File: config.mk
export PLATFORM = sky130hd
export DESIGN_NAME = branch_redirect_ctrl
export DESIGN_NICKNAME = d
export VERILOG_FILES = /design/src/rtl/branch_redirect_ctrl.sv
export SDC_FILE = /design/constraint.sdc
export NUM_CORES = 1
export LEC_CHECK = 0
export CORE_ASPECT_RATIO = 0.9
export CORE_MARGIN = 10
export CORE_UTILIZATION = 44
export CTS_BUF_LIST = sky130_fd_sc_hd__clkbuf_8 sky130_fd_sc_hd__clkbuf_16
export CTS_CLUSTER_DIAMETER = 60
export DETAILED_ROUTE_END_ITERATION = 8
export PLACE_DENSITY = 0.78
export SLEW_MARGIN = 0
export SYNTH_ARGS = -nofsm -noshare
export SYNTH_HDL_FRONTEND = slang
export SYNTH_SLANG_ARGS = --single-unit
File: constraint.sdc
create_clock -name clk -period 1.75 [get_ports clk]
set_input_delay 0.35 -clock clk [delete_from_list [all_inputs] [get_ports clk]]
set_output_delay 0.35 -clock clk [all_outputs]
set_load 0.01 [all_outputs]
File: src/rtl/branch_redirect_ctrl.sv
// EX-stage redirect/flush sequencer: registered PC redirect and IF/ID, ID/EX squash after mispredicts and jumps.
// Optional performance counters enabled by defining PERF_CNT_EN.
module branch_redirect_ctrl #(
   parameter int XLEN         = 32,
   parameter int FLUSH_CYCLES = 2,
   parameter int CNT_W        = 16
) (
   input  logic             clk,
   input  logic             rst_n,
   input  logic             stall,
   input  logic             ex_valid,
   input  logic             ex_is_branch,
   input  logic             ex_is_jump,
   input  logic             ex_br_taken,
   input  logic             ex_pred_taken,
   input  logic [XLEN-1:0]  ex_target,
   input  logic [XLEN-1:0]  ex_pc_plus4,
   output logic             redirect_valid,
   output logic [XLEN-1:0]  redirect_pc,
   output logic             flush_if_id,
   output logic             flush_id_ex,
   output logic             busy,
   output logic [CNT_W-1:0] br_cnt,
   output logic [CNT_W-1:0] mispred_cnt
);

   // state | meaning
   // IDLE  | watching EX for mispredicts/jumps, outputs quiet
   // PEND  | redirect captured, waiting for stall to drop
   // FLUSH | redirect pulse on first cycle, squash wrong-path stages
   typedef enum logic [1:0] {IDLE, PEND, FLUSH} state_t;

   localparam logic [2:0] FC_LOAD = 3'(FLUSH_CYCLES - 1);

   state_t          state_q, state_d;
   logic [2:0]      fcnt_q, fcnt_d;
   logic [XLEN-1:0] held_pc_q, held_pc_d;
   logic [XLEN-1:0] pc_load;
   logic [XLEN-1:0] correct_pc;
   logic            mispredict;
   logic            enter_flush;

   assign mispredict = ex_valid & (ex_is_jump |
                       (ex_is_branch & (ex_br_taken != ex_pred_taken)));
   assign correct_pc = (ex_is_jump | ex_br_taken) ? ex_target : ex_pc_plus4;

   always_comb begin
      state_d     = state_q;
      fcnt_d      = fcnt_q;
      held_pc_d   = held_pc_q;
      enter_flush = 1'b0;
      pc_load     = '0;
      case (state_q)
         IDLE: begin
            if (mispredict) begin
               held_pc_d = correct_pc;
               if (stall) begin
                  state_d = PEND;
               end else begin
                  state_d     = FLUSH;
                  enter_flush = 1'b1;
                  fcnt_d      = FC_LOAD;
                  pc_load     = correct_pc;
               end
            end
         end
         PEND: begin
            if (!stall) begin
               state_d     = FLUSH;
               enter_flush = 1'b1;
               fcnt_d      = FC_LOAD;
               pc_load     = held_pc_q;
            end
         end
         FLUSH: begin
            // flush length only advances on cycles the pipeline actually moves
            if (!stall) begin
               if (fcnt_q == 3'd0) state_d = IDLE;
               else                fcnt_d  = fcnt_q - 3'd1;
            end
         end
         default: state_d = IDLE;
      endcase
   end

   always_ff @(posedge clk or negedge rst_n) begin
      if (!rst_n) begin
         state_q        <= IDLE;
         fcnt_q         <= '0;
         held_pc_q      <= '0;
         redirect_valid <= 1'b0;
         redirect_pc    <= '0;
         flush_if_id    <= 1'b0;
         flush_id_ex    <= 1'b0;
         busy           <= 1'b0;
      end else begin
         state_q        <= state_d;
         fcnt_q         <= fcnt_d;
         held_pc_q      <= held_pc_d;
         redirect_valid <= enter_flush;
         redirect_pc    <= pc_load;
         flush_if_id    <= (state_d == FLUSH);
         flush_id_ex    <= (state_d == FLUSH);
         busy           <= (state_d != IDLE);
      end
   end

`ifdef PERF_CNT_EN
   logic resolve_acc;
   assign resolve_acc = (state_q == IDLE) & ~stall & ex_valid & (ex_is_branch | ex_is_jump);

   always_ff @(posedge clk or negedge rst_n) begin
      if (!rst_n) begin
         br_cnt      <= '0;
         mispred_cnt <= '0;
      end else begin
         if (resolve_acc && (br_cnt != '1))      br_cnt      <= br_cnt + 1'b1;
         if (enter_flush && (mispred_cnt != '1)) mispred_cnt <= mispred_cnt + 1'b1;
      end
   end
`else
   assign br_cnt      = '0;
   assign mispred_cnt = '0;
`endif

endmodule

==> results.toml <==
[yosys]
synthCells = 339
synth_mux_area_share_pct = 13.27
post_synth.cell_area_avg_sq_um = 10.40
synthXorXnorAreaFrac_pct = 0.4613
yosys.area_share.adder_pct = 0.7097
yosysWarnings = 0
synth_top_family_by_area = "multiplexers"
synthArstFlopShare_pct = 100.0
synth-simple-area-share_pct = 11.78
synth_enable_flop_cells = 0
synth_compound_area_share_pct = 11.78
netlist_area_sq_um = 3526
synth_seq_area_share_pct = 51.10
ys.flop_type = "dfrtp_1"
synth_seq_cells = 72
synth.distinct_cells = 30

[critical_path]
crit_chain = "clkdlybuf4s50_1 > xor2_2 > a41oi_4 > buf_12 > or3_1 > a21oi_2"
endpoint_kind = "register"
critical_path.max_stage_delay_ns = 0.50
crit_type = "in2reg"
reg2regPathDepth = 5
cp.buffers_inverters = 2
timing.rr.start = "fcnt_q[0]$_DFFE_PN0P_"
cp.depth = 6
worst-r2r-setup-slack_ns = 0.12
reg2reg_to = "fcnt_q[1]$_DFFE_PN0P_"
crit_family = "buffers and inverters"
critPathSlowestCell = "clkdlybuf4s50_1"
setup.worst_path.start_class = "input pin"
crit_required_ns = 2.01
cp_max_fo = 44
critical_path_arrival_ns = 1.99

[grt]
grt_pass1_vias = 3002
antenna_found_initial = 0
grt_first_pass_wirelength_mm = 15.04
track_usage_pct = 15.19
grt_max_degree = 75
grt_overflow = 0

[pwr]
clockPowerShare_pct = 28.0
p_sw_mw = 1.728
pwr-share-seq_pct = 41.1
p_sw_share_pct = 29.68
ir_worst_vdd_mv = 0.5865
intPower_mw = 4.094
power_frac_comb_pct = 30.9
power_leakage_nw = 2.210
p_per_area_nw_per_um2 = 1164
p_total_mw = 5.821

[routing]
drt_wl_total_mm = 9.109
antenna_left = 0
first_pass_iters = 4
routedWlPerCell_um = 16.47
num_vias = 2770
drtIter0Drc = 84
route.detailed.drc = 0
avgViaCountPerCell = 5.009

[sta]
postLayoutSetupSlackWorst_ns = 0.02318
min_period_ns = 1.727
hold_viol = 0
final-setup-viol-count = 0
maxSlewViolCount = 0
clock_skew_ns = 0.003043
fin_crit_sh_pct = 98.68
fmax_mhz = 579.1

[run]
maxCapViolations = 0

[die]
ios = 140
core-area_sq_um = 7657
rows = 30
die-area_sq_um = 12000
start_util_pct = 46.05
die_h_um = 104.9
die_x_um = 114.4

[cells_and_area]
drive_gt1_share_pct = 16.19
finalNetCount = 526
n_antenna_cell = 0
area_growth_pct = 41.80

[cts]
clk_latency_ns = 0.34
cts-root-buf = "clkbuf_8"
clockBufferDepth = 2
cts_tree = "done"
cts_made_buffers = 9
clk_pin_slew_ns = 0.07
cts.sinks = 72
h-tree-depth = 3

[run_status]
outcome = "finished clean"

[placed_design]
dp_hpwl_mm = 6.587
post-place-ws_ns = -0.3853
place.port_buffers = 107
gp_congestion = 0.8390

[hold_path]
hold_class = "in2async"
## synthesized netlist by cell type (all sizes together), types with 2 or more instances
library cell  instances  area (sq um)
buf                  42         312.8
mux2                 22         247.7
ha                    2         25.02
clkbuf               12         45.04
a21o                  2         15.01
mux2i                22         220.2
o21ai                26         130.1
nand2                47         176.4
a21oi                22         113.9
a31oi                 3         18.77
and3b                 2         17.52
or3                  23         143.9
inv                   6         22.52
dfrtp                72          1802
nor2                 17         66.32
a22oi                10         75.07
## flip-flops by register name, indices dropped and copies added (netlist names)
name            count
busy                1
fcnt_q              3
held_pc_q          32
redirect_valid      1
state_q             2
flush_id_ex         1
redirect_pc        32
## power groups by stage
stage / Clock (mW) / Sequential (mW) / Combinational, mW
2_1_floorplan: 0 / 2.43 / 1.05
3_3_place_gp: 0 / 2.40 / 1.71
3_5_place_dp: 0 / 2.42 / 1.76
4_1_cts: 1.66 / 2.39 / 1.78
5_1_grt: 1.75 / 2.46 / 2.02
6_report: 1.63 / 2.39 / 1.80
## what timing repair did
action                                  CTS  global route
endpoints found under the hold margin    25             0
buffers inserted                          0             0
pin swaps                                 1             1
hold buffers                              1             0
endpoints found under the setup margin    4            39
resized for setup                         2            14
## cell type report
type / instances / area [sq um]
Sequential cell: 72 / 1803
Tap cell: 96 / 120.1
Fill cell: 600 / 2658
Clock inverter: 5 / 102.6
Inverter: 6 / 22.52
Multi-Input combinational cell: 238 / 1521
Timing Repair Buffer: 125 / 1279
Clock buffer: 11 / 151.4
## placed cells by master, fill, tap and decap left out
master | synthesis | final
clkinvlp_4 | 0 | 1
a41o_1 | 1 | 1
dlygate4sd3_1 | 0 | 1
a31oi_2 | 0 | 1
dlymetal6s2s_1 | 0 | 1
nor2_4 | 0 | 1
dfrtp_1 | 72 | 71
mux2_2 | 22 | 22
o21a_1 | 1 | 1
a22oi_2 | 0 | 1
nor2_1 | 16 | 16
dfrtp_2 | 0 | 1
a41oi_4 | 1 | 1
conb_1 | 1 | 32
a22oi_1 | 10 | 9
inv_1 | 6 | 6
buf_12 | 0 | 5
o32a_1 | 1 | 1
a21o_1 | 2 | 2
nand2b_1 | 1 | 1
bufinv_16 | 0 | 3
a211oi_1 | 1 | 1
a21oi_2 | 1 | 9
xor2_2 | 1 | 1
and3b_1 | 2 | 2
or3_4 | 0 | 3
nand2_1 | 47 | 47
o21ai_0 | 26 | 26
a31oi_1 | 3 | 2
a21oi_1 | 21 | 13
buf_8 | 0 | 1
nor3_1 | 1 | 1
clkinv_2 | 0 | 1
ha_1 | 2 | 2
clkbuf_8 | 0 | 11
buf_4 | 34 | 12
or3_1 | 23 | 20
clkdlybuf4s50_1 | 0 | 105
mux2i_1 | 22 | 22
## logic make-up (layout without fill, tap and decap cells)
kind of cell    Yosys count  in the layout
flops                    72             72
mux                      44             44
compound gates           68             68
simple gates             91             91
other cells               1             32
fa+ha+maj                 2              2
xor+xnor                  1              1
buf+inv                  60            147
## through the flow
step	util (%)	hold slack (ns)	setup TNS (ns)	std cells	instance area, sq um
after global placement	60.98	0.2735	-17.05	536	4669
after floorplan	-	0.05441	0	370	3642
after detailed placement	60.98	0.2794	-18.72	536	4669
after CTS	64.53	0.4548	0	553	4941
after global routing	65.29	0.5048	-0.001170	553	5000
final	65.29	0.4701	0	553	5000
## routing by layer
layer | vias up | GRT usage [%] | wire length, um
met4 | 0 | 4.562 | 102
met2 | 102 | 24.23 | 4405
met3 | 12 | 4.517 | 588
li1 | 1323 | - | -
met5 | - | 0 | 0
met1 | 1333 | 19.32 | 4013
## worst max path at each step
stage / startpoint / to / slack [ns]
after global routing: ex_pred_taken / redirect_pc[11]$_DFF_PN0_ / -0.001
after floorplan: state_q[1]$_DFF_PN0_ / held_pc_q[0]$_DFFE_PN0P_ / 0.16
after global placement: ex_pred_taken / fcnt_q[1]$_DFFE_PN0P_ / -0.31
final: ex_pred_taken / redirect_pc[3]$_DFF_PN0_ / 0.02
after CTS: ex_br_taken / redirect_pc[30]$_DFF_PN0_ / 0.005
after detailed placement: ex_br_taken / redirect_pc[10]$_DFF_PN0_ / -0.39
No activity file was read; power rests on OpenSTA's default activity.
